==> config.mk <==
export PLATFORM = sky130hd
export DESIGN_NAME = div_unit
export DESIGN_NICKNAME = d
export VERILOG_FILES = /design/src/rtl/div_unit.sv
export SDC_FILE = /design/constraint.sdc
export NUM_CORES = 1
export LEC_CHECK = 0
export ABC_AREA = 1
export CAP_MARGIN = 40
export CORE_ASPECT_RATIO = 0.5
export CORE_MARGIN = 2
export CORE_UTILIZATION = 38
export DETAILED_ROUTE_END_ITERATION = 10
export PLACE_DENSITY = 0.64
export SLEW_MARGIN = 15
export SYNTH_ARGS = -nofsm -noshare
export SYNTH_HDL_FRONTEND = slang
export SYNTH_SLANG_ARGS = --single-unit
==> constraint.sdc <==
create_clock -name clk -period 9.6 [get_ports clk]
set_clock_uncertainty 0.15 [all_clocks]
set_input_delay 0.96 -clock clk [delete_from_list [all_inputs] [get_ports clk]]
set_output_delay 0.96 -clock clk [all_outputs]
set_load 0.02 [all_outputs]
==> src/rtl/div_unit.sv <==
// Multi-cycle 32-bit divider for the EX stage: restoring radix-2, one quotient bit per cycle.
// Returns {remainder, quotient}, with the sign fixed up for DIV and a zero result on divide-by-zero.
module div_unit (
    input  logic        clk,
    input  logic        rst,
    input  logic        start,
    input  logic        signed_div,
    input  logic [31:0] opdata1,
    input  logic [31:0] opdata2,
    input  logic        annul,
    output logic [63:0] result,
    output logic        ready,
    output logic        stall_req
);

    typedef enum logic [1:0] {
        S_IDLE   = 2'd0,
        S_BYZERO = 2'd1,
        S_ON     = 2'd2,
        S_END    = 2'd3
    } state_t;

    state_t      state_r;
    logic [4:0]  cnt_r;
    logic [64:0] rem_r;
    logic [31:0] divisor_r;
    logic        neg_quot_r;
    logic        neg_rem_r;
    logic [63:0] result_r;
    logic        ready_r;

    logic [31:0] abs1_s;
    logic [31:0] abs2_s;
    logic [64:0] shifted_s;
    logic [32:0] trial_s;
    logic [64:0] step_s;
    logic [31:0] quot_s;
    logic [31:0] remd_s;

    // Operand magnitudes captured on accept; 0x80000000 stays 0x80000000 as an unsigned magnitude.
    always_comb begin
        abs1_s = opdata1;
        abs2_s = opdata2;
        if (signed_div && opdata1[31]) begin
            abs1_s = 32'd0 - opdata1;
        end else begin
            abs1_s = opdata1;
        end
        if (signed_div && opdata2[31]) begin
            abs2_s = 32'd0 - opdata2;
        end else begin
            abs2_s = opdata2;
        end
    end

    // One restoring step; a set bit 32 of the 33-bit trial difference means it went negative.
    always_comb begin
        shifted_s = {rem_r[63:0], 1'b0};
        trial_s   = shifted_s[64:32] - {1'b0, divisor_r};
        step_s    = shifted_s;
        if (trial_s[32]) begin
            step_s = shifted_s;
        end else begin
            step_s = {trial_s, shifted_s[31:1], 1'b1};
        end
    end

    // Sign fixup applied to the final step so the result is ready on END entry.
    always_comb begin
        quot_s = step_s[31:0];
        remd_s = step_s[63:32];
        if (neg_quot_r) begin
            quot_s = 32'd0 - step_s[31:0];
        end else begin
            quot_s = step_s[31:0];
        end
        if (neg_rem_r) begin
            remd_s = 32'd0 - step_s[63:32];
        end else begin
            remd_s = step_s[63:32];
        end
    end

    // Control FSM with datapath registers and registered result/ready.
    always_ff @(posedge clk) begin
        if (rst) begin
            state_r    <= S_IDLE;
            cnt_r      <= 5'd0;
            rem_r      <= 65'd0;
            divisor_r  <= 32'd0;
            neg_quot_r <= 1'b0;
            neg_rem_r  <= 1'b0;
            result_r   <= 64'd0;
            ready_r    <= 1'b0;
        end else begin
            case (state_r)
                S_IDLE: begin
                    ready_r  <= 1'b0;
                    result_r <= 64'd0;
                    if (start && !annul) begin
                        divisor_r  <= abs2_s;
                        rem_r      <= {33'd0, abs1_s};
                        neg_quot_r <= signed_div & (opdata1[31] ^ opdata2[31]);
                        neg_rem_r  <= signed_div & opdata1[31];
                        cnt_r      <= 5'd0;
                        if (opdata2 == 32'd0) begin
                            state_r <= S_BYZERO;
                        end else begin
                            state_r <= S_ON;
                        end
                    end else begin
                        state_r <= S_IDLE;
                    end
                end
                S_BYZERO: begin
                    if (annul || !start) begin
                        state_r <= S_IDLE;
                    end else begin
                        state_r  <= S_END;
                        result_r <= 64'd0;
                        ready_r  <= 1'b1;
                    end
                end
                S_ON: begin
                    if (annul || !start) begin
                        state_r <= S_IDLE;
                        cnt_r   <= 5'd0;
                    end else begin
                        rem_r <= step_s;
                        cnt_r <= cnt_r + 5'd1;
                        if (cnt_r == 5'd31) begin
                            state_r  <= S_END;
                            result_r <= {remd_s, quot_s};
                            ready_r  <= 1'b1;
                        end else begin
                            state_r <= S_ON;
                        end
                    end
                end
                S_END: begin
                    if (annul || !start) begin
                        state_r  <= S_IDLE;
                        result_r <= 64'd0;
                        ready_r  <= 1'b0;
                    end else begin
                        state_r <= S_END;
                    end
                end
                default: begin
                    state_r  <= S_IDLE;
                    cnt_r    <= 5'd0;
                    result_r <= 64'd0;
                    ready_r  <= 1'b0;
                end
            endcase
        end
    end

    assign result    = result_r;
    assign ready     = ready_r;
    assign stall_req = start & ~ready_r;

endmodule
==> Word level (Yosys, flattened, before mapping) <==
Cells that the tools add are included.
{ "totals": {"output_inout_bits": 66, "word_cells": 69, "in_bits": 69, "ff_bits": 170} }
{ "op_classes": {"mux": 27, "add_sub_neg": 6, "n_reduce_logical": 14, "eq_ne": 9, "bitwise": 5} }
{ "op_table": {"columns": ["op", "count"], "rows": [
  ["64-bit 2-to-1 mux", 7],
  ["64-bit one-hot mux with 4 select lines", 1],
  ["32-bit 2-to-1 mux", 4],
  ["64-bit one-hot mux with 2 select lines", 1],
  ["1-bit by 32-bit subtractor with 32-bit output, first input constant", 4],
  ["33-bit by 32-bit subtractor with 33-bit output", 1],
  ["32-bit zero test", 1],
  ["5-bit 2-to-1 mux", 2],
  ["2-bit != test, second input constant", 5],
  ["5-bit one-hot mux with 2 select lines", 1],
  ["2-bit 2-to-1 mux", 4],
  ["2-bit one-hot mux with 3 select lines", 1],
  ["5-bit by 1-bit adder with 5-bit output, second input constant", 1],
  ["5-bit == test, second input constant", 1],
  ["1-bit 2-to-1 mux", 5],
  ["2-bit == test, second input constant", 2],
  ["1-bit one-hot mux with 4 select lines", 1],
  ["2-bit AND reduction", 2],
  ["4-bit AND reduction", 1],
  ["1-bit AND", 3],
  ["1-bit logical AND", 3],
  ["3-bit AND reduction", 1],
  ["2-bit by 1-bit == test with 1-bit output, second input constant", 1],
  ["1-bit zero test", 2],
  ["other kinds (6)", 6]
]} }

==> Depth between registers and ports, before layout <==
{ "logic_depth": {"depth_word": 7, "ltp_mapped": 30, "mapped_depth_nobuf": 29} }

==> Worst setup path after synthesis <==
Ideal clock, no wire load.
{ "synth_path": {"path_type": "register to register", "start": "reg rem_r[31]", "end": "reg result_r[24] (netlist: result[24])", "t_required_ps": 9318, "setup_slack_ps": 5619, "t_arrival_ps": 3698, "stages_incl_launch_ff": 28, "setup_time_ps": 132, "n_path_buf": 1, "period_less_slack_ps": 3981, "cell_sequence": "dfxtp_1 inv_1 ha_1 inv_1 fa_1 nand2_1 nand2_1 nand3_1 nand2_1 nand2_1 nand2_2 nand2_2 nand3_2 nand2_4 buf_6 ha_1 nand3_1 nor3_1 nand3_1 nor3_1 nand4_1 nor3_1 nand2_1 nor3_1 nor2_1 o21ai_0 a21o_1 a21oi_1"} }
{ "synth_between": {"elab_chain_len": 7} }
{ "synth_rtl": {"columns": ["element", "line", "text"], "rows": [
  ["start, declared", "25", "logic [64:0] rem_r;"],
  ["start signal, assigned", "102", "rem_r <= {33'd0, abs1_s};"],
  ["start signal, assigned", "129", "rem_r <= step_s;"],
  ["33-bit by 32-bit subtractor with 33-bit output", "59", "trial_s = shifted_s[64:32] - {1'b0, divisor_r};"],
  ["64-bit 2-to-1 mux", "61", "if (trial_s[32]) begin"],
  ["1-bit by 32-bit subtractor with 32-bit output", "73", "quot_s = 32'd0 - step_s[31:0];"],
  ["32-bit 2-to-1 mux", "72", "if (neg_quot_r) begin"],
  ["64-bit 2-to-1 mux", "131", "if (cnt_r == 5'd31) begin"],
  ["64-bit 2-to-1 mux", "125", "if (annul || !start) begin"],
  ["64-bit one-hot mux with 4 select lines", "96", "case (state_r)"],
  ["end signal, assigned", "133", "result_r <= {remd_s, quot_s};"],
  ["end, declared", "29", "logic [63:0] result_r;"]
]} }
Every way passes these cells. The select of a mux whose other input is x is not followed.
A chain may end at the register's enable or synchronous reset.

==> Final worst setup path <==
{ "layout_path": {"start": "reg rem_r[31]", "end": "reg result_r[28] (netlist: result[28])"} }
Same word-level chain as after synthesis.

==> impl_metrics.yaml <==
outcome:
  status: "completed"
worst_setup_path:
  cp-end-kind: "flip-flop"
  startpoint: "rem_r[31]"
  path_class: "flip-flop to flip-flop"
  crit_end: "result[28]"
  reg2regPathDepth: 26
  r2r_slack_ns: 4.77
  required_ns: 9.84
  cp-start-kind: "flip-flop"
  slowest_delay_ns: 0.45
  slowest_stage: "fa_1"
  r2r-end: "result[28]"
  crit_path_frequent_cell: "nand2_1"
  r2r_start: "rem_r[31]"
  critical_path_arrival_ns: 5.08
  crit_path_max_fanout: 24
cells_and_area:
  mostFrequentLayoutCells: "nand2_1, inv_1, a21oi_1, nor2_1, dfxtp_1"
  final_util: 0.463
  antennaDiodeCount: 0
  layout_commonest_cell: "nand2_1"
  area_growth_syn_to_layout_pct: 18.8
  n_fill_cell: 3392
  layout-drive-gt1-share: 0.0593
  num-nets-final: 2259
drt:
  num_vias: 13298
  drc: 0
  ant_nets: 0
  routed_wl_microns: 40200
  vias_per_cell: 5.13
  wire_per_inst_microns: 15.5
  firstDrtPassIters: 6
  drtIter0Drc: 1199
sta:
  min_period_ns: 4.83
  finalCritPeriodShare: 0.503
  hold_violations: 0
  setup-violations-final: 0
  rsz0062_at_grt: "false"
  slew_headroom: 0.429
  fmax_mhz: 207
  finalWorstSetupSlack_ns: 4.77
  drv_slew: 0
  tightest_slew_ns: 0.856
  tns_ns: 0
hold_path:
  worst_hold_path_type: "flip-flop to flip-flop"
die:
  rows: 46
  dieArea_sq_mm: 0.0343
  initial_core_util: 0.389
  ios: 135
  core_area_sq_mm: 0.0320
  die_h_microns: 132
  die_x_microns: 260
pwr:
  max-vdd-ir-drop_mv: 0.136
  cellLeakagePower_nw: 6.89
  p_per_area_mw_per_mm2: 132
global_route:
  grt_max_degree: 71
  grt_util_all_layers: 0.234
  grt_pass1_wl_microns: 64400
  grt_pass1_vias: 12157
  grt_overflow: 0
  antenna_found_initial: 0
clocking:
  cts_tree: "built"
  ctsHoldBuffers: 0
  clockBufferDepth: 2
  postCtsSetupBuffers: 0
  cts_made_buffers: 17
  ctsResizeCount: 0
  htreeDepth: 4
  clkSinkCount: 170
  path_clk_slew_ns: 0.07
  ctsRootBufferMaster: "clkbuf_16"
  clk_latency_ns: 0.46
synthesis:
  syn-num-nets: 2168
  ys_types: 51
  synth-main-ff-cell: "dfxtp_1"
  synth_seq_area_share: 0.273
  ys_async_sr_fraction: 0
  yosysWarnings: 0
  synthesis.area_sq_mm: 0.0125
  avgSynthCellArea_sq_um: 6.06
  syn_inst: 2056
  synth_edf_count: 0
  synth_seq_cells: 170
placed_design:
  place_ws_ns: 4.85
  io_buffers: 134
  dp_hpwl_microns: 31100
  gp_congestion: 1.00
job:
  maxCapViolations: 0
layout make-up:
cell class / count / area (sq um) / share of cell area
sequential: 170 / 3400 / 0.230
tap: 432 / 541 / 0.0365
clock inverter: 14 / 209 / 0.0141
clock buffer: 18 / 439 / 0.0297
multi-input combinational: 1539 / 7710 / 0.521
inverter: 270 / 1010 / 0.0685
timing repair buffer: 149 / 1490 / 0.101
state kept, by name, indices dropped and copies added (netlist names):
name        cells
state_r         2
rem_r          64
neg_rem_r       1
ready           1
neg_quot_r      1
result         64
divisor_r      32
cnt_r           5
stage by stage:
| stage | instances | hold WS [ns] | cell area (sq um) | total power, mW |
|---|---|---|---|---|
| 2_1_floorplan | 2056 | 0.294 | 12500 | 1.05 |
| 3_3_place_gp | 2557 | 0.304 | 14100 | 1.18 |
| 3_5_place_dp | 2560 | 0.305 | 14200 | 1.18 |
| 4_1_cts | 2592 | 0.316 | 14800 | 1.95 |
| 5_1_grt | 2592 | 0.332 | 14800 | 2.05 |
| 6_report | 2592 | 0.313 | 14800 | 1.95 |
logic make-up (layout without fill, tap and decap cells):
logic type	Yosys count	count (layout)	synth area share
AO/OA/AOI/OAI	447	447	0.194
XOR/XNOR	55	55	0.0387
adder cells (fa/ha/maj)	43	43	0.0438
buffers and inverters	347	451	0.110
flip-flops	170	170	0.273
AND/OR/NAND/NOR	994	994	0.341
worst min path at each step:
stage / cells after the start / to / startpoint
global placement: 2 / cnt_r[3] / cnt_r[3]
detailed placement: 2 / result[21] / result[21]
global route: 2 / result[47] / result[47]
CTS: 2 / result[21] / result[21]
floorplan: 2 / cnt_r[4] / cnt_r[4]
finish: 2 / result[25] / result[25]
worst max-delay path, delay by kind of cell (launching register included):
family / cells / cell delay [ns]
flip-flops: 1 / 0.31
adder cells (fa/ha/maj): 3 / 0.85
buffers and inverters: 2 / 0.14
AO/OA/AOI/OAI: 4 / 0.48
AND/OR/NAND/NOR: 17 / 2.85
power breakdown:
part	internal, mW	switching, mW
logic	0.144	0.278
registers	0.727	0.0238
clock network	0.450	0.327
routing by layer:
| metal | part of all wire | GRT usage | vias up |
|---|---|---|---|
| li1 | - | - | 6844 |
| met1 | 0.47 | 0.319 | 6032 |
| met2 | 0.45 | 0.378 | 373 |
| met3 | 0.063 | 0.0448 | 49 |
| met4 | 0.020 | 0.0629 | 0 |
| met5 | 0 | 0 | - |
Yosys cell counts (7+ instances only):
master      n  area share
clkbuf_1   61       0.018
nor4_1      7      0.0035
nand4_1    19      0.0095
nor3_1     27       0.011
dfxtp_1   170        0.27
o211ai_1    9      0.0054
xor2_1     31       0.022
nor2_1    177       0.053
nand3b_1   10      0.0060
nand2_2    30       0.015
nand2_1   555        0.17
nand3_1   135       0.054
inv_1     263       0.079
ha_1       42       0.042
o21bai_1    8      0.0048
o21ai_0   150       0.060
nor2_2     13      0.0065
xnor2_1    24       0.017
a21oi_1   239       0.096
Note: power is estimated with default switching activity, not from simulation.
